==> src/rtl/frame_scanout_fetcher.sv <==
// Purpose: sweeps SRAM pixel addresses, buffers the returned colours in a prefetch FIFO and pops one per pixel_req.
// Latency: RD_LATENCY clocks from read_addr to FIFO capture; 1 clock from pixel_req to pixel_color/pixel_valid.
// Backpressure: a read issues only while fifo_level + in-flight reads < FIFO_DEPTH; an empty pop flags underrun.
// Ports: clk/reset (sync, active-high); enable gates new reads; frame_start restarts at address 0 and flushes;
//        pixel_req pops -> pixel_color/pixel_valid; underrun is sticky; fifo_level is occupancy;
//        read_addr/read_data form the SRAM controller read port.
module frame_scanout_fetcher #(
    parameter int FRAME_PIXELS = 307200,
    parameter int RD_LATENCY   = 3,
    parameter int ADDR_HOLD    = 2,
    parameter int FIFO_DEPTH   = 16
) (
    input  logic        clk,
    input  logic        reset,
    input  logic        enable,
    input  logic        frame_start,
    input  logic        pixel_req,
    output logic [2:0]  pixel_color,
    output logic        pixel_valid,
    output logic        underrun,
    output logic [4:0]  fifo_level,
    output logic [18:0] read_addr,
    input  logic [2:0]  read_data
);
    localparam int PW = $clog2(FIFO_DEPTH);
    localparam int HW = $clog2(ADDR_HOLD);
    localparam logic [18:0] LAST_ADDR = 19'(FRAME_PIXELS - 1);

    typedef enum logic [1:0] {IDLE, ISSUE, HOLD} state_t;

    state_t                state_q, state_d;
    logic [HW-1:0]         hold_left_q, hold_left_d;
    logic [18:0]           addr_q, addr_d;
    logic [18:0]           next_addr_q, next_addr_d;
    logic [RD_LATENCY-1:0] tag_q, tag_d;
    logic [PW-1:0]         wr_ptr_q, wr_ptr_d, rd_ptr_q, rd_ptr_d;
    logic [4:0]            level_q, level_d;
    logic [2:0]            color_q, color_d;
    logic                  valid_q, valid_d;
    logic                  under_q, under_d;
    logic [2:0]            fifo_mem_q [FIFO_DEPTH];

    logic        capture, fifo_empty, credit, wr_en, rd_en;
    logic [4:0]  in_flight;
    logic [18:0] addr_inc;

    assign capture    = tag_q[RD_LATENCY-1];
    assign fifo_empty = (level_q == 5'd0);
    assign addr_inc   = (next_addr_q == LAST_ADDR) ? 19'd0 : next_addr_q + 19'd1;
    // Reads already tagged count against FIFO space so the FIFO can never overflow.
    assign credit     = ({1'b0, level_q} + {1'b0, in_flight}) < 6'(FIFO_DEPTH);

    always_comb begin
        in_flight = 5'd0;
        for (int i = 0; i < RD_LATENCY; i++) begin
            in_flight = in_flight + 5'(tag_q[i]);
        end
    end

    always_comb begin
        state_d     = state_q;
        hold_left_d = hold_left_q;
        addr_d      = addr_q;
        next_addr_d = next_addr_q;
        // The tag enters during the issue cycle and reaches the top bit when read_data is valid.
        tag_d       = tag_q << 1;
        tag_d[0]    = (state_q == ISSUE);
        wr_ptr_d    = wr_ptr_q;
        rd_ptr_d    = rd_ptr_q;
        color_d     = color_q;
        valid_d     = 1'b0;
        under_d     = under_q;
        rd_en       = 1'b0;

        case (state_q)
            IDLE: begin
                if (enable && credit) begin
                    state_d     = ISSUE;
                    addr_d      = next_addr_q;
                    next_addr_d = addr_inc;
                end
            end
            ISSUE: begin
                state_d     = HOLD;
                hold_left_d = HW'(ADDR_HOLD - 1);
            end
            HOLD: begin
                if (hold_left_q == HW'(1)) begin
                    if (enable && credit) begin
                        state_d     = ISSUE;
                        addr_d      = next_addr_q;
                        next_addr_d = addr_inc;
                    end else begin
                        state_d = IDLE;
                    end
                end else begin
                    hold_left_d = hold_left_q - HW'(1);
                end
            end
            default: state_d = IDLE;
        endcase

        if (pixel_req) begin
            if (!fifo_empty) begin
                rd_en   = 1'b1;
                valid_d = 1'b1;
                color_d = fifo_mem_q[rd_ptr_q];
            end else if (capture) begin
                // Empty FIFO with a return arriving: pass it straight through, keeping order.
                valid_d = 1'b1;
                color_d = read_data;
            end else begin
                color_d = 3'd0;
                under_d = 1'b1;
            end
        end

        wr_en = capture && !(pixel_req && fifo_empty);
        if (wr_en) wr_ptr_d = wr_ptr_q + PW'(1);
        if (rd_en) rd_ptr_d = rd_ptr_q + PW'(1);
        level_d = level_q + 5'(wr_en) - 5'(rd_en);

        // Restart overrides everything: in-flight returns are dropped and the pop sees an empty FIFO.
        if (frame_start) begin
            state_d     = enable ? ISSUE : IDLE;
            hold_left_d = '0;
            addr_d      = 19'd0;
            next_addr_d = enable ? ((LAST_ADDR == 19'd0) ? 19'd0 : 19'd1) : 19'd0;
            tag_d       = '0;
            wr_ptr_d    = '0;
            rd_ptr_d    = '0;
            level_d     = 5'd0;
            valid_d     = 1'b0;
            under_d     = 1'b0;
            wr_en       = 1'b0;
            if (pixel_req) color_d = 3'd0;
        end
    end

    always_ff @(posedge clk) begin
        if (reset) begin
            state_q     <= IDLE;
            hold_left_q <= '0;
            addr_q      <= 19'd0;
            next_addr_q <= 19'd0;
            tag_q       <= '0;
            wr_ptr_q    <= '0;
            rd_ptr_q    <= '0;
            level_q     <= 5'd0;
            color_q     <= 3'd0;
            valid_q     <= 1'b0;
            under_q     <= 1'b0;
        end else begin
            state_q     <= state_d;
            hold_left_q <= hold_left_d;
            addr_q      <= addr_d;
            next_addr_q <= next_addr_d;
            tag_q       <= tag_d;
            wr_ptr_q    <= wr_ptr_d;
            rd_ptr_q    <= rd_ptr_d;
            level_q     <= level_d;
            color_q     <= color_d;
            valid_q     <= valid_d;
            under_q     <= under_d;
        end
    end

    // Storage needs no reset: the pointers and level define which entries are live.
    always_ff @(posedge clk) begin
        if (wr_en) fifo_mem_q[wr_ptr_q] <= read_data;
    end

    assign read_addr   = addr_q;
    assign pixel_color = color_q;
    assign pixel_valid = valid_q;
    assign underrun    = under_q;
    assign fifo_level  = level_q;
endmodule

==> config.mk <==
export PLATFORM = sky130hd
export DESIGN_NAME = frame_scanout_fetcher
export DESIGN_NICKNAME = d
export VERILOG_FILES = /design/src/rtl/frame_scanout_fetcher.sv
export SDC_FILE = /design/constraint.sdc
export NUM_CORES = 1
export LEC_CHECK = 0
export ABC_AREA = 0
export CAP_MARGIN = 20
export CORE_MARGIN = 5
export CORE_UTILIZATION = 47
export DETAILED_ROUTE_END_ITERATION = 16
export PLACE_DENSITY = 0.63
export SYNTH_ARGS = -nofsm -noshare
export SYNTH_HDL_FRONTEND = slang
export SYNTH_SLANG_ARGS = --single-unit
==> constraint.sdc <==
create_clock -name clk -period 4.3 [get_ports clk]
set_input_delay 0.43 -clock clk [delete_from_list [all_inputs] [get_ports clk]]
set_output_delay 0.43 -clock clk [all_outputs]
set_load 0.01 [all_outputs]
==> results of run 1 <==
## registers in the layout (all words and copies together), names as in the netlist, named ones only
signal,count
next_addr_q,19
state_q,2
pixel_valid,1
pixel_color,3
hold_left_q,1
rd_ptr_q,4
wr_ptr_q,4
tag_q,3
read_addr,19
underrun,1
fifo_mem_q,48
fifo_level,5
## metrics by stage
step                      power, W  util (%)  setup slack [ns]  hold slack, ns
after floorplan            0.00152         -              1.36           0.448
after global placement     0.00164      51.8              1.24           0.447
after detailed placement   0.00166      51.8              1.16           0.446
after CTS                  0.00293      56.8              1.11           0.454
after global routing       0.00306      57.0             0.835           0.473
final                      0.00291      57.0              1.17           0.453
## worst max-delay path, cell delays in order (launching register included)
cell	delay, ns
dfxtp_1	0.36
inv_1	0.11
ha_1	0.17
nor4b_1	0.58
a21boi_1	0.34
inv_1	0.12
ha_1	0.23
inv_1	0.06
ha_1	0.15
inv_1	0.05
fa_1	0.40
inv_1	0.07
a21oi_1	0.06
nor2_1	0.10
or3_1	0.11
a21oi_1	0.06
## layout make-up
cell class	count	area, um2
fillers	909	4600
well taps	140	175
inverters	19	71.3
multi-input cells	306	2140
flip-flops and latches	114	2760
clock inverters	12	108
repair buffers	40	398
clock buffers	20	435
## cell usage after synthesis (2+ instances only)
cell / instances
nor2_1: 42
o221ai_1: 4
a22o_1: 2
a211oi_1: 2
a21oi_1: 34
fa_1: 2
mux4_2: 12
a32o_1: 2
nand3_1: 14
a22oi_1: 2
ha_1: 19
or3_1: 2
a31oi_1: 4
o21ai_0: 9
and4_1: 2
nand2b_1: 4
mux2i_1: 17
clkbuf_1: 14
and2_1: 9
buf_2: 4
o21a_1: 4
nor3_1: 8
edfxtp_1: 48
xnor2_1: 3
nand4_1: 5
nand3b_1: 9
buf_1: 2
o2111ai_1: 5
xor2_1: 5
nand2_1: 63
inv_1: 19
dfxtp_1: 66
## power groups by stage
stage | sequential [W] | combinational (W) | clock (W)
after floorplan | 0.00122 | 0.000307 | 0
after global placement | 0.00122 | 0.000420 | 0
after detailed placement | 0.00123 | 0.000430 | 0
after CTS | 0.00120 | 0.000435 | 0.00129
after global routing | 0.00121 | 0.000487 | 0.00136
final | 0.00120 | 0.000434 | 0.00127
## kinds of logic (layout without fill, tap and decap cells)
family                     after synthesis  after routing
and+or+nand+nor                        167            167
AOI/OAI and AO/OA                       81             81
DFF                                    114            114
xor gates and xnor gates                 8              8
adders and majority gates               21             21
buffers and inverters                   41             91
muxes                                   29             29
## path summary, 6_finish.rpt
| path | endpoint | depth (start not counted) |
|---|---|---|
| max | fifo_level[4] | 15 |
| max reg2reg | fifo_level[4] | 15 |
| min reg2reg | read_addr[18] | 2 |
| min | read_addr[18] | 2 |
## layer usage
metal,global-route usage (%),routed length (um)
met1,23.8,5060
met2,26.7,4920
met3,5.25,513
met4,7.36,142
met5,0,0
==> summary.txt, run 1 <==
setup TNS -> 0 ns
EDFF count, synth -> 48
CTS sink cnt -> 114
synthesized area per cell -> 11.0 um2
H-tree lvl count -> 4
Worst setup startpoint -> fifo_level[2]
GR Overflow Total -> 0
CTS Buf Count -> 17
drt first pass iters -> 5
Comb pwr share -> 15.0%
crit path capture type -> flop
CP Launch Type -> flop
hold wc startpoint -> read_addr[18]
CP arrival -> 3.49 ns
largest net degree at the start of global routing -> 41
xor and xnor area share after synthesis -> 1.38%
Clock transition at path regs -> 0.06 ns
DRC Markers -> 0
Final ANT Viol Nets -> 0
Placement Cell Area -> 5540 um2
Final Hold Fails -> 0
multiplexer share of the synthesized area -> 8.68%
syn nets -> 490
Final Wtd Congestion -> 0.782
CTS Root Cell -> clkbuf_8
later-pin clock latency in the skew report -> 0.52 ns
drt wl/cell -> 16.3 um
Post-Synth Adder-Cell Area -> 5.47%
Sw Share -> 26.3%
total of max-cap violations -> 0
Die Ht -> 114 um
initial antenna violation count -> 0
R2R Setup Slk -> 1.17 ns
Antenna diodes -> 0
Reg power frac -> 41.3%
vias post-DR -> 3622
Die ar. -> 13000 um2
Area growth, synth to finish -> 20.1%
critical path required time -> 4.66 ns
Yosys top cell by area -> edfxtp_1
core area -> 10700 um2
status -> completed
crit path time final -> 3.13 ns
Yosys cell types -> 56
hpwl dp -> 7.16 mm
top cells by area, synth -> edfxtp_1, dfxtp_1, mux4_2, ha_1, nand2_1
Synthesis Warnings -> 0
clock share of power -> 43.7%
CTS tree -> done
Placed Cells -> 618
kind of critical path -> flop to flop
most frequent cells in the layout -> dfxtp_1, nand2_1, edfxtp_1
sw power -> 0.000763 W
# setup viols final -> 0
share of cells above drive strength 1 -> 10.6%
top cell type's share of synthesized area -> 28.4%
final WL -> 10.6 mm
cell row count -> 38
post-synthesis compound-gate area fraction -> 10.7%
Max Fclk -> 0.320 GHz
vias per cell -> 5.56
# resized after CTS -> 0
IO Port Bufs -> 36
Max VDD drop -> 0.248 mV
Async SR Flop Fraction -> 0%
Pleak -> 2.06 nW
post-route insts no fill -> 651
Cell Int Power -> 0.00214 W
Synth Area in Simple Gates -> 16.0%
die span in x -> 114 um
Critical Path Fanout Max -> 7
IO Pins -> 37
Starting Density -> 47.4%
clock tree buffer depth -> 2
fin crit share -> 72.7%
PD cells -> 477 nW/um2
CTS Hold Bufs -> 0
Synth Instances -> 461
mapped cell area -> 5070 um2
most common cell after layout, fill and taps aside -> dfxtp_1
Yosys reg bits -> 114
Tot GR Track Use -> 17.7%
Post-CTS Repair Setup Buffers -> 0
Synth Flop Type -> dfxtp_1
vias in the first global route -> 3573
Slew Limit Headroom -> 35.3%
Tightest Hold Check Type -> flop to flop
Slew Limit Fails -> 0
Reg2Reg Launch Point -> fifo_level[2]
initial DRC count -> 222
clock skew -> 0.00848 ns
largest family of logic cells by synthesized area -> simple AND/OR/NAND/NOR gates
Final Cell Area -> 6090 um2
first-pass GRT wire length -> 17.9 mm
Worst Tran Pin Value -> 0.970 ns
RSZ-0062 raised after global routing -> false
Layout Nets -> 527
register area share after synthesis -> 54.5%
Note: power is estimated with default switching activity, not from simulation.
==> run 2, diff against run 1 <==
--- a/config.mk
+++ b/config.mk
@@ -10,7 +10,7 @@
 export CORE_MARGIN = 5
 export CORE_UTILIZATION = 47
 export DETAILED_ROUTE_END_ITERATION = 16
-export PLACE_DENSITY = 0.63
+export PLACE_DENSITY = 0.66
 export SYNTH_ARGS = -nofsm -noshare
 export SYNTH_HDL_FRONTEND = slang
 export SYNTH_SLANG_ARGS = --single-unit
==> constraint.sdc (replaced) <==
create_clock -name clk -period 2.5 [get_ports clk]
set_input_delay 0.25 -clock clk [delete_from_list [all_inputs] [get_ports clk]]
set_output_delay 0.25 -clock clk [all_outputs]
set_load 0.01 [all_outputs]
==> summary.txt, run 2 (synthesis results as in run 1) <==
Final Cell Area -> 6470 um2 (was 6090 um2)
vias post-DR -> 3738 (was 3622)
H-tree lvl count -> 4 (unchanged)
later-pin clock latency in the skew report -> 0.52 ns (about the same)
core area -> 10700 um2 (unchanged)
clock tree buffer depth -> 2 (unchanged)
Critical Path Fanout Max -> 2 (was 7)
initial DRC count -> 195 (was 222)
Tot GR Track Use -> 18.0% (was 17.7%)
R2R Setup Slk -> -0.03 ns (was 1.17 ns)
drt first pass iters -> 4 (was 5)
Slew Limit Headroom -> 55.4% (was 35.3%)
Slowest Stage Delay on Critical Path -> 0.46 ns (was 0.58 ns)
Final ANT Viol Nets -> 0 (unchanged)
Die ar. -> 13000 um2 (unchanged)
setup TNS -> -0.0316 ns (was 0 ns)
Area growth, synth to finish -> 27.6% (was 20.1%)
hold wc startpoint -> read_addr[2] (was read_addr[18])
Core Util, Final -> 60.5% (was 57.0%)
hpwl dp -> 7.47 mm (was 7.16 mm)
critical path required time -> 2.95 ns (was 4.66 ns)
CTS Root Cell -> clkbuf_8 (unchanged)
Pleak -> 2.23 nW (was 2.06 nW)
Die Ht -> 114 um (unchanged)
GR Overflow Total -> 0 (unchanged)
clock skew -> 0.00564 ns (was 0.00848 ns)
Placement Cell Area -> 5790 um2 (was 5540 um2)
cell row count -> 38 (unchanged)
Clock transition at path regs -> 0.05 ns (was 0.06 ns)
largest register by flop count -> fifo_mem_q (unchanged)
fin crit share -> 101% (was 72.7%)
WHS -> 0.456 ns (was 0.453 ns)
total of max-cap violations -> 0 (unchanged)
Worst Tran Pin Value -> 0.667 ns (was 0.970 ns)
Layout Nets -> 559 (was 527)
Max VDD drop -> 0.501 mV (was 0.248 mV)
Crit-path slowest cell -> or4b_4 (was nor4b_1)
kind of critical path -> flop to flop (unchanged)
Final Hold Fails -> 0 (unchanged)
most common cell after layout, fill and taps aside -> dfxtp_1 (unchanged)
Slew Limit Fails -> 0 (unchanged)
Reg2Reg Launch Point -> fifo_level[2] (unchanged)
crit path time final -> 2.53 ns (was 3.13 ns)
Starting Density -> 47.4% (unchanged)
PD cells -> 836 nW/um2 (was 477 nW/um2)
Worst setup startpoint -> fifo_level[2] (unchanged)
CP Launch Type -> flop (unchanged)
Final Wtd Congestion -> 0.843 (was 0.782)
share of cells above drive strength 1 -> 19.5% (was 10.6%)
die span in x -> 114 um (unchanged)
initial antenna violation count -> 0 (unchanged)
CTS sink cnt -> 114 (unchanged)
# setup viols final -> 1 (was 0)
IO Port Bufs -> 36 (unchanged)
CTS Hold Bufs -> 0 (unchanged)
largest net degree at the start of global routing -> 31 (was 41)
setup ws final -> -0.0316 ns (was 1.17 ns)
drt wl/cell -> 15.9 um (was 16.3 um)
DRC Markers -> 0 (unchanged)
crit path capture type -> flop (unchanged)
failing checks -> negative setup slack
cell chain of the critical path -> inv_4 > ha_4 > or4b_4 > and2_4 > ha_4 > inv_2 > ha_4 > inv_2 > fa_2 > inv_2 > a21oi_2 > nor2_1 > or3_1 > a21oi_1 (was inv_1 > ha_1 > nor4b_1 > a21boi_1 > inv_1 > ha_1 > inv_1 > ha_1 > inv_1 > fa_1 > inv_1 > a21oi_1 > nor2_1 > or3_1 > a21oi_1)
CP arrival -> 2.98 ns (was 3.49 ns)
Antenna diodes -> 0 (unchanged)
most frequent cells in the layout -> dfxtp_1, nand2_1, edfxtp_1 (unchanged)
Tightest Hold Check Type -> flop to flop (unchanged)
Fillers -> 879 (was 909)
vias in the first global route -> 3706 (was 3573)
RSZ-0062 raised after global routing -> true (was false)
CTS tree -> done (unchanged)
first-pass GRT wire length -> 18.3 mm (was 17.9 mm)
vias per cell -> 5.47 (was 5.56)
CTS Buf Count -> 17 (unchanged)
max reg flops -> 48 (unchanged)
IO Pins -> 37 (unchanged)
Max Fclk -> 0.395 GHz (was 0.320 GHz)
status -> finished with violations (was completed)
final WL -> 10.9 mm (was 10.6 mm)
[run 2: through the flow]
stage | cells | power (W) | setup WS (ns)
floorplan | 461 | 0.00269 | -0.137
global placement | 645 | 0.00305 | -0.0153
detailed placement | 645 | 0.00307 | -0.0676
CTS | 677 | 0.00530 | -0.0792
global route | 683 | 0.00568 | -0.0927
finish | 683 | 0.00541 | -0.0316
[run 2: cell type report]
| cell class | instances | area (um2) | share of cell area [%] |
|---|---|---|---|
| Sequential cell | 114 | 2770 | 42.7 |
| Tap cell | 140 | 175 | 2.71 |
| Clock inverter | 12 | 108 | 1.66 |
| Timing Repair Buffer | 72 | 656 | 10.1 |
| Clock buffer | 20 | 445 | 6.88 |
| Inverter | 19 | 73.8 | 1.14 |
| Multi-Input combinational cell | 306 | 2250 | 34.7 |
[run 2: metal layers]
layer  share of wire [%]  GRT usage, %  up-vias
li1                    -             -     1812
met1                  46          24.3     1829
met2                  48          28.3       79
met3                 4.3          4.14       18
met4                 1.4          6.89        0
met5                   0             0        -
[run 2: worst paths after layout]
path | end | cells after the start
max | fifo_level[4] | 14
min | read_addr[2] | 2
max reg2reg | fifo_level[4] | 14
min reg2reg | read_addr[2] | 2
[run 2: worst max-delay path: cells and delay by family, from the launching register on]
kind | cells | cell delay, ns
buf+inv | 4 | 0.19
fa+ha+maj | 4 | 0.72
flops | 1 | 0.35
simple gates | 4 | 0.98
compound gates | 2 | 0.24
[run 2: timing repair]
action | 4_1_cts | 5_1_grt
resized for setup | 1 | 14
endpoints found under the setup margin | 6 | 34
buffers inserted | 0 | 6
pin swaps | 0 | 5
[run 2: report_power, final]
part           leakage [nW]  internal, W  total (W)  switching [W]
combinational         0.995     0.000629    0.00116       0.000526
sequential            0.965      0.00200    0.00204      0.0000449
clock                 0.267      0.00137    0.00222       0.000848
==> run 3, diff against run 2 <==
--- a/config.mk
+++ b/config.mk
@@ -11,6 +11,7 @@
 export CORE_UTILIZATION = 47
 export DETAILED_ROUTE_END_ITERATION = 16
 export PLACE_DENSITY = 0.66
+export SETUP_SLACK_MARGIN = 0.15
 export SYNTH_ARGS = -nofsm -noshare
 export SYNTH_HDL_FRONTEND = slang
 export SYNTH_SLANG_ARGS = --single-unit
==> constraint.sdc (replaced) <==
create_clock -name clk -period 2.18 [get_ports clk]
set_input_delay 0.218 -clock clk [delete_from_list [all_inputs] [get_ports clk]]
set_output_delay 0.218 -clock clk [all_outputs]
set_load 0.01 [all_outputs]
==> summary.txt, run 3 (synthesis results as in run 1) <==
Layout Nets -> 592 (was 559)
total of max-cap violations -> 0 (unchanged)
drt wl/cell -> 17.2 um (was 15.9 um)
crit path capture type -> flop (unchanged)
core area -> 10700 um2 (unchanged)
PD cells -> 922 nW/um2 (was 836 nW/um2)
Slew Limit Fails -> 0 (unchanged)
hold endpoint -> read_addr[3] (was read_addr[2])
CTS Root Cell -> clkbuf_8 (unchanged)
Max VDD drop -> 0.660 mV (was 0.501 mV)
largest register by flop count -> fifo_mem_q (unchanged)
Reg2Reg Launch Point -> fifo_level[2] (unchanged)
CTS sink cnt -> 114 (unchanged)
fin crit share -> 118% (was 101%)
Tot GR Track Use -> 20.1% (was 18.0%)
cell row count -> 38 (unchanged)
H-tree lvl count -> 4 (unchanged)
drt first pass iters -> 4 (unchanged)
Starting Density -> 47.4% (unchanged)
clock skew -> 0.00487 ns (was 0.00564 ns)
Placed Cells -> 664 (was 645)
DRC Markers -> 0 (unchanged)
Final Wtd Congestion -> 0.826 (was 0.843)
failing checks -> negative setup slack (unchanged)
Placement Cell Area -> 5970 um2 (was 5790 um2)
kind of critical path -> flop to flop (unchanged)
critical path required time -> 2.64 ns (was 2.95 ns)
Clock transition at path regs -> 0.06 ns (was 0.05 ns)
vias post-DR -> 3908 (was 3738)
Max Fclk -> 0.389 GHz (was 0.395 GHz)
Final Cell Area -> 7140 um2 (was 6470 um2)
Final Hold Fails -> 0 (unchanged)
initial antenna violation count -> 0 (unchanged)
share of cells above drive strength 1 -> 32.6% (was 19.5%)
status -> finished with violations (unchanged)
Worst Tran Pin Value -> 0.531 ns (was 0.667 ns)
# setup viols final -> 39 (was 1)
Final ANT Viol Nets -> 0 (unchanged)
hold wc startpoint -> read_addr[3] (was read_addr[2])
WHS Path Cells -> 2 (unchanged)
crit path time final -> 2.57 ns (was 2.53 ns)
RSZ-0062 raised after global routing -> true (unchanged)
Pleak -> 2.49 nW (was 2.23 nW)
CP arrival -> 3.03 ns (was 2.98 ns)
vias in the first global route -> 4045 (was 3706)
vias per cell -> 5.46 (was 5.47)
Fillers -> 759 (was 879)
setup ws final -> -0.389 ns (was -0.0316 ns)
IO Pins -> 37 (unchanged)
final WL -> 12.3 mm (was 10.9 mm)
most frequent cells in the layout -> dfxtp_1, edfxtp_1, nand2_1 (was dfxtp_1, nand2_1, edfxtp_1)
CP Launch Type -> flop (unchanged)
Critical Path Fanout Max -> 2 (unchanged)
Area growth, synth to finish -> 40.6% (was 27.6%)
Slew Limit Headroom -> 64.5% (was 55.4%)
initial DRC count -> 328 (was 195)
largest net degree at the start of global routing -> 40 (was 31)
first-pass GRT wire length -> 20.0 mm (was 18.3 mm)
hpwl dp -> 7.71 mm (was 7.47 mm)
Antenna diodes -> 0 (unchanged)
Final Power -> 0.00658 W (was 0.00541 W)
CTS tree -> done (unchanged)
IO Port Bufs -> 36 (unchanged)
R2R Setup Slk -> -0.39 ns (was -0.03 ns)
CTS Buf Count -> 17 (unchanged)
most common cell after layout, fill and taps aside -> dfxtp_1 (unchanged)
GR Overflow Total -> 0 (unchanged)
clock tree buffer depth -> 2 (unchanged)
later-pin clock latency in the skew report -> 0.53 ns (was 0.52 ns)
worst r2r path cells -> 14 (unchanged)
Die ar. -> 13000 um2 (unchanged)
Die Ht -> 114 um (unchanged)
max reg flops -> 48 (unchanged)
die span in x -> 114 um (unchanged)
Tightest Hold Check Type -> flop to flop (unchanged)
worst flop-to-flop path endpoint -> fifo_level[4] (unchanged)
post-route insts no fill -> 716 (was 683)
CTS Hold Bufs -> 0 (unchanged)
## run 3: cell types whose count changed in the layout (fill, tap and decap cells not counted), sizes merged
cell      before  now
buf           36   67
bufinv         1    2
clkbuf        20   24
clkinvlp       3    1
inv           21   19
o21ai         10   11
## run 3: area by class of cell
class / instances / area [um2] / share of cell area (%)
clock inverter: 9 / 105 / 1.47
timing repair buffer: 104 / 1030 / 14.4
inverter: 19 / 73.8 / 1.03
tap: 140 / 175 / 2.45
sequential: 114 / 2770 / 38.8
multi-input combinational: 307 / 2500 / 35.1
clock buffer: 23 / 478 / 6.70
## run 3: how the worst max path moves through the flow
| stage | depth (start not counted) | from | to |
|---|---|---|---|
| 2_1_floorplan | 15 | fifo_level[2] | fifo_level[4] |
| 3_3_place_gp | 14 | fifo_level[2] | fifo_level[4] |
| 3_5_place_dp | 14 | fifo_level[3] | fifo_level[4] |
| 5_1_grt | 14 | fifo_level[2] | fifo_level[4] |
| 6_report | 14 | fifo_level[2] | fifo_level[4] |
| 4_1_cts | 14 | fifo_level[2] | fifo_level[4] |
## run 3: timing repair
item,in CTS,in global routing
pin swaps,19,27
setup buffers,10,5
setup endpoints to repair,44,91
hold endpoints to repair,0,0
gates cloned,4,1
gates resized for setup,63,35
## run 3: through the flow
| step | TNS [ns] | utilization, % | worst slack, ns | hold slack [ns] |
|---|---|---|---|---|
| global route | -5.99 | 66.7 | -0.489 | 0.484 |
| detailed placement | -8.04 | 55.8 | -0.388 | 0.445 |
| CTS | -2.01 | 64.9 | -0.395 | 0.453 |
| floorplan | -2.64 | - | -0.457 | 0.317 |
| global placement | -6.34 | 55.8 | -0.347 | 0.446 |
| finish | -3.22 | 66.7 | -0.389 | 0.447 |
## run 3: layer usage
metal	wire length (um)	vias to the layer above	global-route usage [%]
li1	-	1874	-
met3	577	28	5.09
met1	5330	1898	24.7
met2	6110	108	32.9
met4	321	0	9.82
met5	0	-	0
## run 3: power by group
group / internal [W] / switching [W]
sequential: 0.00229 / 0.0000514
clock: 0.00175 / 0.000950
combinational: 0.000855 / 0.000687
## run 3: worst max-delay path, stage by stage (launching register included)
cell	delay [ns]
dfxtp_4	0.35
inv_4	0.06
ha_4	0.12
or4b_4	0.45
and2_4	0.16
ha_4	0.26
inv_2	0.04
ha_4	0.15
inv_2	0.05
fa_2	0.20
inv_1	0.05
a21oi_1	0.13
nor2_1	0.07
or3_1	0.32
a21oi_2	0.11
